## config.mk

```make
export PLATFORM = sky130hd
export DESIGN_NAME = vdc_pixel_shifter_flat
export DESIGN_NICKNAME = d
export VERILOG_FILES = /design/src/rtl/vdc_pixel_shifter_pkg.sv /design/src/rtl/vdc_pixel_shifter_if.sv /design/src/rtl/vdc_pixel_shifter.sv /design/src/flat_wrapper.sv
export SDC_FILE = /design/constraint.sdc
export NUM_CORES = 1
export LEC_CHECK = 0
export ABC_AREA = 1
export CORE_AREA = 3 3 520 522
export CTS_CLUSTER_SIZE = 12
export DETAILED_ROUTE_END_ITERATION = 7
export DIE_AREA = 0 0 523 525
export SLEW_MARGIN = 20
export SYNTH_ARGS = -nofsm -noshare
export SYNTH_HDL_FRONTEND = slang
export SYNTH_SLANG_ARGS = --single-unit
```

## constraint.sdc

```tcl
create_clock -name clk -period 8 [get_ports clk]
set_input_delay 1.2 -clock clk [delete_from_list [all_inputs] [get_ports clk]]
set_output_delay 1.2 -clock clk [all_outputs]
set_load 0.01 [all_outputs]
```

## src/rtl/vdc_pixel_shifter_pkg.sv

```systemverilog
// Shared VDC definitions: attribute bit positions, column/render action codes
// and the blink phase selector.
package vdc_pixel_shifter_pkg;

  localparam int ATTR_ALT   = 7;
  localparam int ATTR_RVS   = 6;
  localparam int ATTR_UL    = 5;
  localparam int ATTR_BLINK = 4;

  typedef enum logic [1:0] {
    C_IDLE,
    C_BLANK,
    C_LOAD
  } cAction_t;

  typedef enum logic [1:0] {
    R_HOLD,
    R_REPEAT,
    R_ADVANCE
  } rAction_t;

  function automatic logic blink_phase(input logic [4:0] cnt, input logic rate);
    return rate ? cnt[4] : cnt[3];
  endfunction

endpackage

```

## src/rtl/vdc_pixel_shifter_if.sv

```systemverilog
// Timing strobes, latch arrays, display registers and pixel output of the
// VDC pixel shifter.
interface vdc_pixel_shifter_if #(
  parameter int C_LATCH_WIDTH = 1,
  parameter int S_LATCH_WIDTH = 80
);
  logic       enable;
  logic       newCol;
  logic [7:0] col;
  logic [4:0] line;
  logic       newFrame;
  logic       dispWin;
  logic       rowbuf;
  logic [7:0] attrbuf [2][S_LATCH_WIDTH];
  logic [7:0] charbuf [C_LATCH_WIDTH];
  logic [3:0] reg_cth;
  logic [4:0] reg_ul;
  logic [3:0] reg_fg;
  logic [3:0] reg_bg;
  logic       reg_rvs;
  logic       reg_atr;
  logic       reg_text;
  logic       reg_dbl;
  logic       reg_cbrate;
  logic [3:0] rgbi;

  modport master (
    output enable, newCol, col, line, newFrame, dispWin, rowbuf, attrbuf, charbuf,
           reg_cth, reg_ul, reg_fg, reg_bg, reg_rvs, reg_atr, reg_text, reg_dbl,
           reg_cbrate,
    input  rgbi
  );

  modport slave (
    input  enable, newCol, col, line, newFrame, dispWin, rowbuf, attrbuf, charbuf,
           reg_cth, reg_ul, reg_fg, reg_bg, reg_rvs, reg_atr, reg_text, reg_dbl,
           reg_cbrate,
    output rgbi
  );
endinterface

```

## src/rtl/vdc_pixel_shifter.sv

```systemverilog
// VDC pixel shifter: loads one glyph/bitmap byte per character column and
// serialises it into registered 4-bit RGBI pixels with attribute handling.
module vdc_pixel_shifter
  import vdc_pixel_shifter_pkg::*;
#(
  parameter int C_LATCH_WIDTH = 1,
  parameter int S_LATCH_WIDTH = 80
) (
  input  logic clk,
  input  logic reset,
  vdc_pixel_shifter_if.slave bus
);

  localparam int RI_W = (C_LATCH_WIDTH > 1) ? $clog2(C_LATCH_WIDTH) : 1;

  logic [7:0]      shifter_p0;
  logic [7:0]      attr_p0;
  logic [3:0]      px_p0;
  logic [3:0]      cth_p0;
  logic [RI_W-1:0] ri_p0;
  logic            cell_vis_p0;
  logic            dbl_ph_p0;
  logic [4:0]      blink_cnt;
  logic [3:0]      rgbi_p1;

  cAction_t        c_act;
  rAction_t        r_act;
  logic [7:0]      col_m1;
  logic [7:0]      attr_sel;
  logic [7:0]      char_sel;
  logic [RI_W-1:0] ri_next;
  logic [3:0]      pix;

  function automatic logic [3:0] pixel_colour(
    input logic [7:0] sh,
    input logic [7:0] at,
    input logic [3:0] p,
    input logic       vis,
    input logic       bitmap,
    input logic       atr_en,
    input logic       rvs,
    input logic       ul_hit,
    input logic       blink,
    input logic [3:0] fg_g,
    input logic [3:0] bg_g
  );
    logic [7:0] a;
    logic       b;
    logic [3:0] fg;
    logic [3:0] bg;
    a = atr_en ? at : 8'h00;
    b = (p < 4'd8) ? sh[7] : 1'b0;
    if (!bitmap) begin
      fg = atr_en ? at[3:0] : fg_g;
      bg = bg_g;
      b  = b | (a[ATTR_UL] & ul_hit);
      if (a[ATTR_BLINK] && blink) b = 1'b0;
      b  = b ^ a[ATTR_RVS];
    end else begin
      fg = atr_en ? at[7:4] : fg_g;
      bg = atr_en ? at[3:0] : bg_g;
    end
    b = b ^ rvs;
    return vis ? (b ? fg : bg) : 4'h0;
  endfunction

  // Column fetch: attribute and glyph selection for the next cell
  always_comb begin
    col_m1   = bus.col - 8'd1;
    attr_sel = 8'h00;
    for (int i = 0; i < S_LATCH_WIDTH; i++)
      if (col_m1 == 8'(i)) attr_sel = bus.attrbuf[bus.rowbuf][i];
    char_sel = 8'h00;
    for (int i = 0; i < C_LATCH_WIDTH; i++)
      if (ri_p0 == RI_W'(i)) char_sel = bus.charbuf[i];
  end

  assign ri_next = (ri_p0 == RI_W'(C_LATCH_WIDTH - 1)) ? '0 : ri_p0 + RI_W'(1);

  // A column load always wins over pixel stepping on the same enable
  always_comb begin
    c_act = C_IDLE;
    r_act = R_HOLD;
    if (bus.enable) begin
      if (bus.newCol)                    c_act = (bus.col == 8'd0) ? C_BLANK : C_LOAD;
      else if (bus.reg_dbl && !dbl_ph_p0) r_act = R_REPEAT;
      else                               r_act = R_ADVANCE;
    end
  end

  assign pix = pixel_colour(shifter_p0, attr_p0, px_p0, cell_vis_p0, bus.reg_text,
                            bus.reg_atr, bus.reg_rvs, (bus.line == bus.reg_ul),
                            blink_phase(blink_cnt, bus.reg_cbrate), bus.reg_fg, bus.reg_bg);

  // Stage p0: shifter/cell state; stage p1: registered pixel
  always_ff @(posedge clk) begin
    if (reset) begin
      shifter_p0  <= 8'h00;
      attr_p0     <= 8'h00;
      px_p0       <= 4'd0;
      cth_p0      <= 4'd0;
      ri_p0       <= '0;
      cell_vis_p0 <= 1'b0;
      dbl_ph_p0   <= 1'b0;
      blink_cnt   <= 5'd0;
      rgbi_p1     <= 4'h0;
    end else begin
      if (bus.enable) rgbi_p1 <= pix;
      if (bus.enable && bus.newFrame) blink_cnt <= blink_cnt + 5'd1;
      case (c_act)
        C_BLANK: begin
          shifter_p0 <= 8'h00;
          attr_p0    <= 8'h00;
          px_p0      <= 4'd0;
          cth_p0     <= bus.reg_cth;
          ri_p0      <= '0;
          dbl_ph_p0  <= 1'b0;
        end
        C_LOAD: begin
          shifter_p0  <= char_sel;
          attr_p0     <= attr_sel;
          px_p0       <= 4'd0;
          cth_p0      <= bus.reg_cth;
          ri_p0       <= ri_next;
          cell_vis_p0 <= bus.dispWin;
          dbl_ph_p0   <= 1'b0;
        end
        default: begin
          case (r_act)
            R_REPEAT: dbl_ph_p0 <= 1'b1;
            R_ADVANCE: begin
              dbl_ph_p0  <= 1'b0;
              shifter_p0 <= {shifter_p0[6:0], 1'b0};
              if (px_p0 < cth_p0) px_p0 <= px_p0 + 4'd1;
            end
            default: ;
          endcase
        end
      endcase
    end
  end

  assign bus.rgbi = rgbi_p1;

endmodule

```

## src/flat_wrapper.sv

```systemverilog
// flat-port wrapper written by rule: the top's interface ports become plain ports
module vdc_pixel_shifter_flat import vdc_pixel_shifter_pkg::*;
#(
  parameter int C_LATCH_WIDTH = 1,
  parameter int S_LATCH_WIDTH = 80
)
  (clk, reset, bus_enable, bus_newCol, bus_col, bus_line, bus_newFrame, bus_dispWin, bus_rowbuf, bus_attrbuf, bus_charbuf, bus_reg_cth, bus_reg_ul, bus_reg_fg, bus_reg_bg, bus_reg_rvs, bus_reg_atr, bus_reg_text, bus_reg_dbl, bus_reg_cbrate, bus_rgbi);
  vdc_pixel_shifter_if #(.C_LATCH_WIDTH(C_LATCH_WIDTH), .S_LATCH_WIDTH(S_LATCH_WIDTH)) bus_i ();
  input  logic clk;
  input  logic reset;
  input wire logic [$bits(bus_i.enable)-1:0] bus_enable;
  input wire logic [$bits(bus_i.newCol)-1:0] bus_newCol;
  input wire logic [$bits(bus_i.col)-1:0] bus_col;
  input wire logic [$bits(bus_i.line)-1:0] bus_line;
  input wire logic [$bits(bus_i.newFrame)-1:0] bus_newFrame;
  input wire logic [$bits(bus_i.dispWin)-1:0] bus_dispWin;
  input wire logic [$bits(bus_i.rowbuf)-1:0] bus_rowbuf;
  input wire logic [$bits(bus_i.attrbuf)-1:0] bus_attrbuf;
  input wire logic [$bits(bus_i.charbuf)-1:0] bus_charbuf;
  input wire logic [$bits(bus_i.reg_cth)-1:0] bus_reg_cth;
  input wire logic [$bits(bus_i.reg_ul)-1:0] bus_reg_ul;
  input wire logic [$bits(bus_i.reg_fg)-1:0] bus_reg_fg;
  input wire logic [$bits(bus_i.reg_bg)-1:0] bus_reg_bg;
  input wire logic [$bits(bus_i.reg_rvs)-1:0] bus_reg_rvs;
  input wire logic [$bits(bus_i.reg_atr)-1:0] bus_reg_atr;
  input wire logic [$bits(bus_i.reg_text)-1:0] bus_reg_text;
  input wire logic [$bits(bus_i.reg_dbl)-1:0] bus_reg_dbl;
  input wire logic [$bits(bus_i.reg_cbrate)-1:0] bus_reg_cbrate;
  output wire logic [$bits(bus_i.rgbi)-1:0] bus_rgbi;
  assign bus_i.enable = bus_enable;
  assign bus_i.newCol = bus_newCol;
  assign bus_i.col = bus_col;
  assign bus_i.line = bus_line;
  assign bus_i.newFrame = bus_newFrame;
  assign bus_i.dispWin = bus_dispWin;
  assign bus_i.rowbuf = bus_rowbuf;
  assign bus_i.attrbuf = {>>{bus_attrbuf}};
  assign bus_i.charbuf = {>>{bus_charbuf}};
  assign bus_i.reg_cth = bus_reg_cth;
  assign bus_i.reg_ul = bus_reg_ul;
  assign bus_i.reg_fg = bus_reg_fg;
  assign bus_i.reg_bg = bus_reg_bg;
  assign bus_i.reg_rvs = bus_reg_rvs;
  assign bus_i.reg_atr = bus_reg_atr;
  assign bus_i.reg_text = bus_reg_text;
  assign bus_i.reg_dbl = bus_reg_dbl;
  assign bus_i.reg_cbrate = bus_reg_cbrate;
  assign bus_rgbi = bus_i.rgbi;
  vdc_pixel_shifter #(.C_LATCH_WIDTH(C_LATCH_WIDTH), .S_LATCH_WIDTH(S_LATCH_WIDTH)) u_core (.clk(clk), .reset(reset), .bus(bus_i));
endmodule
```

### Yosys cells after proc, flatten, opt, wreduce, memory -nomap -nowiden

Index checks and enable logic that the tools add are counted.

* add/sub/neg operators: 4
* magnitude comparators: 3
* equality and inequality tests: 84
* multiplexer cells: 109
* bitwise operators: 5
* reductions and logical operators: 12

Operators by type and width (number)
* $mux W640: 3
* $mux W8: 82
* $eq A8 B6 Y1 const B: 32
* $eq A8 B5 Y1 const B: 16
* $eq A8 B7 Y1 const B: 16
* $eq A8 B4 Y1 const B: 8
* $eq A8 B3 Y1 const B: 4
* $pmux W8 S2: 2
* $mux W4: 7
* $eq A8 B2 Y1 const B: 2
* $logic_not A8 Y1: 2
* $mux W2: 6
* $eq A8 B1 Y1 const B: 1
* $sub A8 B1 Y8 const B: 1
* $mux W7: 1
* $mux W1: 6
* $add A5 B1 Y5 const B: 1
* $eq A5 B5 Y1: 1
* $add A4 B1 Y4 const B: 1
* $eq A2 B1 Y1 const B: 2
* $eq A2 B2 Y1 const B: 2
* $lt A4 B4 Y1: 1
* $lt A4 B4 Y1 const B: 1
* $pmux W1 S2: 2
* other kinds (13): 17

* bits in registers: 36
* input bits: 1330
* output and inout bits: 4
* word-level logic and storage cells: 226

### Logic depth before layout (Yosys ltp)

Gate-level depths: netlist (run 1).

* depth in word-level cells: 85
* mapped depth: 76
* mapped depth without buffers: 75

### Worst setup path after synthesis (run 1)

Ideal clock, no wire load.

* kind: input -> register
* start point: input bus_rowbuf
* end point: register u_core.attr_p0[0]
* library setup time: 112 ps
* arrival time: 5429 ps
* data required time: 7888 ps
* setup slack: 2459 ps
* cell stages on the path: 34
* buffers on the path: 16
* cell sequence: buf_4 > buf_2 > buf_2 > buf_2 > buf_4 > buf_4 > buf_2 > buf_4 > buf_2 > buf_2 > buf_2 > buf_4 > buf_2 > buf_4 > buf_2 > buf_2 > mux2i_1 > o21ai_0 > inv_1 > nand3_1 > nand2_1 > nand3_1 > nand2_1 > nand3_1 > nand2_1 > nand3_1 > nand2_1 > nand3_1 > nand2_1 > nand3_1 > nand2_1 > nand3_1 > nand2_1 > nand2_1

* longest elaborated chain between the ends: 85

Ends and longest elaborated chain
* from (decl): RTL line flat_wrapper.sv:17 `input wire logic [$bits(bus_i.rowbuf)-1:0] bus_rowbuf;`
* $not A1 Y2 (implied by the code) (*): RTL line vdc_pixel_shifter.sv:72 `if (col_m1 == 8'(i)) attr_sel = bus.attrbuf[bus.rowbuf][i];`
* $mux W640 (implied by the code) (*) (3 in a row): RTL line vdc_pixel_shifter.sv:72
* $mux W8 (79 in a row): RTL line vdc_pixel_shifter.sv:72
* $mux W8 (*): RTL line vdc_pixel_shifter.sv:72
* $pmux W8 S2 (*): RTL line vdc_pixel_shifter.sv:110 `case (c_act)`
* to (signal assigned): RTL line vdc_pixel_shifter.sv:121 `attr_p0 <= attr_sel;`
* to (decl): RTL line vdc_pixel_shifter.sv:17 `logic [7:0] attr_p0;`

Mark *: on every way between the ends. The rest lies on a longest branch, timed or not. The select of a mux whose other input is x is not followed.
A chain may end at the register's enable or synchronous reset.

### Final worst setup path (run 1)

* start point: input bus_col[0]
* end point: register u_core.attr_p0[7]

* longest elaborated chain between the ends: 83
* elaborated cells on any way between the ends: 169
* classes of those cells: add/sub: 1; eq/ne: 81; mux: 84; reduce/logical: 3

Ends and longest elaborated chain
* from (decl): RTL line flat_wrapper.sv:13 `input wire logic [$bits(bus_i.col)-1:0] bus_col;`
* $sub A8 B1 Y8: RTL line vdc_pixel_shifter.sv:69 `col_m1 = bus.col - 8'd1;`
* $logic_not A8 Y1: RTL line vdc_pixel_shifter.sv:72
* $mux W8 (80 in a row): RTL line vdc_pixel_shifter.sv:72
* $pmux W8 S2: RTL line vdc_pixel_shifter.sv:110

Parallel ways exist; a longest one is shown, timed or not.

==> flow_metrics.env, run 1 <==
export IMPL_grt_ovfl_total=0
export IMPL_synth_top_area_cell="nor2_1"
export IMPL_crit_arrival_ns=7.87
export IMPL_ant_nets=0
export IMPL_cts_made_buffers=5
export IMPL_cts_hold_buf=0
export IMPL_fill_cells=31089
export IMPL_max_freq_mhz=130
export IMPL_cts_tree="built"
export IMPL_setup_viol=0
export IMPL_routed_wl_um=317000
export IMPL_ir_drop_uv=70.1
export IMPL_synth_flop_cell="dfxtp_1"
export IMPL_num_vias=29019
export IMPL_tightest_slew_ns=1.15
export IMPL_skew_ns=0.00592
export IMPL_whs_ns=0.462
export IMPL_finalSetupTns_ns=0
export IMPL_yosys_warnings=0
export IMPL_clk_insertion_delay_late_ns=0.28
export IMPL_die_h_um=525
export IMPL_track_usage_pct=21.9
export IMPL_start_kind="input pin"
export IMPL_leakage_nw=13.3
export IMPL_critPathTopFamily="simple AND/OR/NAND/NOR gates"
export IMPL_synthSimpleGateAreaFrac_pct=44.8
export IMPL_place_congestion=1.00
export IMPL_area_growth_pct=138
export IMPL_async_reset_ff_share_pct=0
export IMPL_regArea_um2=701
export IMPL_root_buffer="clkbuf_16"
export IMPL_dp_cells=7886
export IMPL_synthesis_area_mm2=0.0149
export IMPL_grt_pass1_wl_um=374000
export IMPL_cp_num_buf_inv=6
export IMPL_yosysSeqAreaShare_pct=4.71
export IMPL_crit_type="input pin to register"
export IMPL_crit_path_frequent_cell="nand2_1"
export IMPL_drv_cap=0
export IMPL_worstPathMaxFanout=7
export IMPL_slew_limit_headroom_pct=23.0
export IMPL_utilization_pct=13.4
export IMPL_final_cell_mix="clkdlybuf4s50_1, nor2_1, o21ai_0"
export IMPL_drcViolationCount=0
export IMPL_synth_top_family_by_area="simple AND/OR/NAND/NOR gates"
export IMPL_die_x_um=523
export IMPL_wl_per_cell_um=39.4
export IMPL_rows=189
export IMPL_clock_path_buffers=2
export IMPL_hold_path_class="register to register"
export IMPL_post_place_ws_ns=-1.18
export IMPL_p_per_area_mw_per_mm2=55.2
export IMPL_via_per_inst=3.61
export IMPL_htree_levels=2
export IMPL_status="finished clean"
export IMPL_synth_cells=2901
export IMPL_setup_slack_ns=0.311
export IMPL_cpPeakStageDelay_ns=0.30
export IMPL_synthMuxAreaShare_pct=11.4
export IMPL_yosys_top_cells_area="nor2_1, o21ai_0, nand2_1"
export IMPL_finalHoldViolCount=0
export IMPL_drv_slew=0
export IMPL_final_common_cell="clkdlybuf4s50_1"
export IMPL_synthDistinctLibCells=38
export IMPL_die_area_mm2=0.275
export IMPL_antenna_found_initial=501
export IMPL_final_period_utilization_pct=96.1
export IMPL_cpMaxStageDelayCell="nand4_1"
export IMPL_core_area_mm2=0.266
export IMPL_syn_area_per_cell_um2=5.13
export IMPL_path_clk_slew_ns=0.06
export IMPL_numClockSinks=35
export IMPL_grt_max_degree=125
export IMPL_dp_hpwl_um=296000
export IMPL_synth_fa_ha_area_share_pct=0.420
export IMPL_synth_fp_nets=4236
export IMPL_synth_compound_area_share_pct=26.2
export IMPL_critPathCaptureType="register"
export IMPL_finalNetCount=5707
export IMPL_top_level_ports=1334
export IMPL_io_buffer_count=1333
export IMPL_grt_pass1_vias=27693
export IMPL_synth_xor_area_share_pct=0.353
export IMPL_ys_ff_latch=35
export IMPL_initialDrtViolationCount=2279
export IMPL_period_needed_ns=7.69
export IMPL_multi_input_area_mm2=0.0130
export IMPL_synth_edf_count=0
export IMPL_worstPathRequired_ns=8.18
export IMPL_dr_pass1_iters=5
export IMPL_initial_utilization_pct=5.61
export IMPL_layout_cells_non_filler=8038
export IMPL_netlist_area_leader_share_pct=19.4
export IMPL_drive_gt1_share_pct=14.3
==> cell families after synthesis <==
| group | Yosys count |
|---|---|
| AO/OA/AOI/OAI | 688 |
| XOR/XNOR | 6 |
| adder cells (fa/ha/maj) | 5 |
| buffers and inverters | 426 |
| flip-flops | 35 |
| multiplexers | 169 |
| AND/OR/NAND/NOR | 1572 |
==> layer usage <==
layer | vias up | global-route usage (%) | wire length, um
li1 | 12682 | - | -
met1 | 13309 | 25.8 | 128000
met2 | 2005 | 36.7 | 144000
met3 | 757 | 10.0 | 35100
met4 | 266 | 3.50 | 8880
met5 | - | 0 | 1790
==> worst min-delay path, delay by kind of cell, from the launching register on <==
kind | cells | cell delay [ns]
flip-flops | 1 | 0.29
AO/OA/AOI/OAI | 1 | 0.06
buffers and inverters | 1 | 0.06
==> layout make-up <==
type / instances / area share, %
diodes: 132 / 0.931
multi-input cells: 2440 / 36.6
inverters: 277 / 2.98
clock inverters: 2 / 0.109
repair buffers: 1613 / 44.5
well taps: 3533 / 12.5
flip-flops and latches: 35 / 1.98
clock buffers: 6 / 0.391
==> worst paths after layout <==
kind | startpoint | endpoint | slack [ns] | cells past startpoint
worst max-delay path | bus_col[0] | u_core.attr_p0[7] | 0.31 | 73
worst min-delay path | u_core.cth_p0[1] | u_core.cth_p0[1] | 0.46 | 2
worst max register to register | u_core.blink_cnt[3] | u_core.bus.rgbi[3] | 5.95 | 12
worst min register to register | u_core.cth_p0[1] | u_core.cth_p0[1] | 0.46 | 2
==> power by group <==
group	total, mW	switching (mW)	internal (mW)
Clock	0.237	0.0806	0.157
Combinational	1.53	0.712	0.822
Sequential	0.188	0.00530	0.183
==> state kept, by name (all words and copies together) (netlist names) <==
name and count:
u_core.cell_vis_p0 1, u_core.px_p0 4, u_core.cth_p0 4, u_core.shifter_p0 8, u_core.bus.rgbi 4, u_core.dbl_ph_p0 1
u_core.blink_cnt 5, u_core.attr_p0 8
==> cell usage after synthesis (11+ instances only) <==
| library cell | number |
|---|---|
| or2_2 | 152 |
| inv_2 | 12 |
| nand2_1 | 460 |
| o31ai_1 | 18 |
| nand3_1 | 114 |
| o211ai_1 | 159 |
| nor3_1 | 11 |
| clkbuf_1 | 28 |
| nor2_1 | 769 |
| mux2i_1 | 169 |
| inv_1 | 263 |
| a21oi_1 | 82 |
| o21ai_1 | 19 |
| buf_4 | 16 |
| o21ai_0 | 406 |
| buf_2 | 92 |
| nand4_1 | 38 |
| dfxtp_1 | 35 |
==> timing repair <==
item,4_1_cts,5_1_grt
resized for setup,50,158
setup buffers,4,9
setup endpoints to repair,8,8
pin swaps,23,81
cloned,0,0
==> through the flow <==
step	total power [mW]	instance area, um2
2_1_floorplan	0.581	14900
3_3_place_gp	1.70	34200
3_5_place_dp	1.70	34200
4_1_cts	1.95	34600
5_1_grt	2.05	35300
6_report	1.96	35500
(Power assumes the default switching activity.)
==> run 2, diff against run 1 <==
SETUP_SLACK_MARGIN = 0.1   (was unset)
==> run 2 against run 1 <==
  * Cell count unchanged
  * Maximum frequency decreased by 0.11%
  * Via count barely moved
  * Design area grew 0.25%
  * Core utilization about the same
  * Register-to-register slack about the same
  * Wire length about the same
  * Clock skew is 0.0034 ns higher
  * Global-route usage hardly changed
  * Clock power hardly changed
  * Count of clock-buffer cells in the layout did not move
  * Sequential share of layout area hardly changed
  * Highest routed layer unchanged
==> flow_metrics.env, run 2 (synthesized netlist as in run 1, its figures left out) <==
export IMPL_cpPeakStageDelay_ns=0.29
export IMPL_antenna_found_initial=499
export IMPL_drcViolationCount=0
export IMPL_regArea_um2=701
export IMPL_finalHoldViolCount=0
export IMPL_hold_path_class="register to register"
export IMPL_dp_hpwl_um=296000
export IMPL_rsz0062_at_grt="true"
export IMPL_critPathTopFamily="simple AND/OR/NAND/NOR gates"
export IMPL_cts_made_buffers=5
export IMPL_via_per_inst=3.61
export IMPL_fill_cells=31085
export IMPL_multi_input_area_mm2=0.0131
export IMPL_area_growth_pct=139
export IMPL_track_usage_pct=21.9
export IMPL_grt_pass1_vias=27692
export IMPL_clock_path_buffers=2
export IMPL_setup_viol=0
export IMPL_die_h_um=525
export IMPL_grt_pass1_wl_um=374000
export IMPL_drv_slew=0
export IMPL_crit_type="input pin to register"
export IMPL_top_level_ports=1334
export IMPL_finalSetupTns_ns=0
export IMPL_skew_ns=0.00933
export IMPL_worstPathMaxFanout=7
export IMPL_initial_utilization_pct=5.61
export IMPL_initialDrtViolationCount=2254
export IMPL_rows=189
export IMPL_cpMaxStageDelayCell="nand4_1"
export IMPL_tightest_slew_ns=1.15
export IMPL_final_cell_mix="clkdlybuf4s50_1, nor2_1, o21ai_0"
export IMPL_die_area_mm2=0.275
export IMPL_io_buffer_count=1333
export IMPL_crit_path_frequent_cell="nand2_1"
export IMPL_place_congestion=1.00
export IMPL_die_x_um=523
export IMPL_r2r_start="u_core.blink_cnt[3]"
export IMPL_ir_drop_uv=70.2
export IMPL_routed_wl_um=317000
export IMPL_dr_pass1_iters=5
export IMPL_drive_gt1_share_pct=14.8
export IMPL_clk_insertion_delay_late_ns=0.28
export IMPL_final_common_cell="clkdlybuf4s50_1"
export IMPL_path_clk_slew_ns=0.06
export IMPL_cts_hold_buf=0
export IMPL_grt_ovfl_total=0
export IMPL_period_needed_ns=7.70
export IMPL_leakage_nw=13.3
export IMPL_crit_start="bus_col[1]"
export IMPL_final_period_utilization_pct=96.2
export IMPL_whs_ns=0.466
export IMPL_numClockSinks=35
export IMPL_p_per_area_mw_per_mm2=55.3
export IMPL_root_buffer="clkbuf_16"
export IMPL_finalNetCount=5707
export IMPL_crit_arrival_ns=7.88
export IMPL_wl_per_cell_um=39.5
export IMPL_start_kind="input pin"
export IMPL_ant_nets=0
export IMPL_cts_tree="built"
export IMPL_critPathCaptureType="register"
export IMPL_grt_max_degree=125
export IMPL_max_freq_mhz=130
export IMPL_status="finished clean"
export IMPL_fin_area_mm2=0.0356
export IMPL_drv_cap=0
export IMPL_num_vias=29030
export IMPL_place_area_mm2=0.0342
export IMPL_htree_levels=2
export IMPL_worstPathRequired_ns=8.18
export IMPL_cp_num_buf_inv=7
export IMPL_slew_limit_headroom_pct=22.7
export IMPL_holdCritStartpoint="u_core.cth_p0[1]"
export IMPL_core_area_mm2=0.266
export IMPL_reg_largest_list="u_core.attr_p0: 8 flops, u_core.shifter_p0: 8 flops, u_core.blink_cnt: 5 flops"
run 2: cell types whose count changed in the layout (fill, tap and decap cells not counted), moves of 2 or more:
cell / delta
o21ai_2: +2
nand2_1: -12
buf_2: -2
buf_6: +4
buf_4: -3
nand2_2: +11
nand3_2: +5
inv_1: -2
nand3_1: -5
run 2: report_power, final:
group          internal [mW]  total [mW]  switching (mW)
combinational          0.826        1.54           0.713
clock                  0.157       0.237          0.0805
sequential             0.183       0.189         0.00534
total                   1.17        1.97           0.799
run 2: layout make-up:
| cell class | count | share of cell area, % |
|---|---|---|
| tap | 3533 | 12.4 |
| timing repair buffer | 1613 | 44.5 |
| clock buffer | 6 | 0.391 |
| multi-input combinational | 2440 | 36.7 |
| inverter | 277 | 2.99 |
| clock inverter | 2 | 0.109 |
| sequential | 35 | 1.97 |
| antenna | 132 | 0.929 |
run 2: path summary, 6_finish.rpt:
kind / end / slack, ns / depth (start not counted)
min reg2reg: u_core.cth_p0[1] / 0.47 / 2
max: u_core.attr_p0[7] / 0.30 / 74
max reg2reg: u_core.bus.rgbi[3] / 5.95 / 12
min: u_core.cth_p0[1] / 0.47 / 2
run 2: layer usage:
metal / track usage (%) / up-vias / share of wire [%]
met5: 0 / - / 0.56
met3: 10.0 / 757 / 11
li1: - / 12673 / -
met4: 3.50 / 270 / 2.8
met1: 25.8 / 13335 / 40
met2: 36.7 / 1995 / 45
run 2: timing repair:
action | 4_1_cts | 5_1_grt
setup buffers | 6 | 6
endpoints found under the setup margin | 8 | 8
pin swaps | 26 | 103
gates resized for setup | 61 | 179
run 2: tightest hold or removal path, stage by stage (launching register included):
cell,delay (ns)
dfxtp_1,0.30
inv_1,0.06
a21oi_1,0.06
run 2: per-stage QoR:
step	setup slack, ns	std cells	power (mW)	util (%)
after floorplan	2.46	2901	0.581	-
after global placement	-1.21	7885	1.70	12.9
after detailed placement	-1.18	7886	1.70	12.9
after CTS	0.0681	7900	1.95	13.0
after global routing	-0.0384	7955	2.06	13.3
final	0.302	8038	1.97	13.4
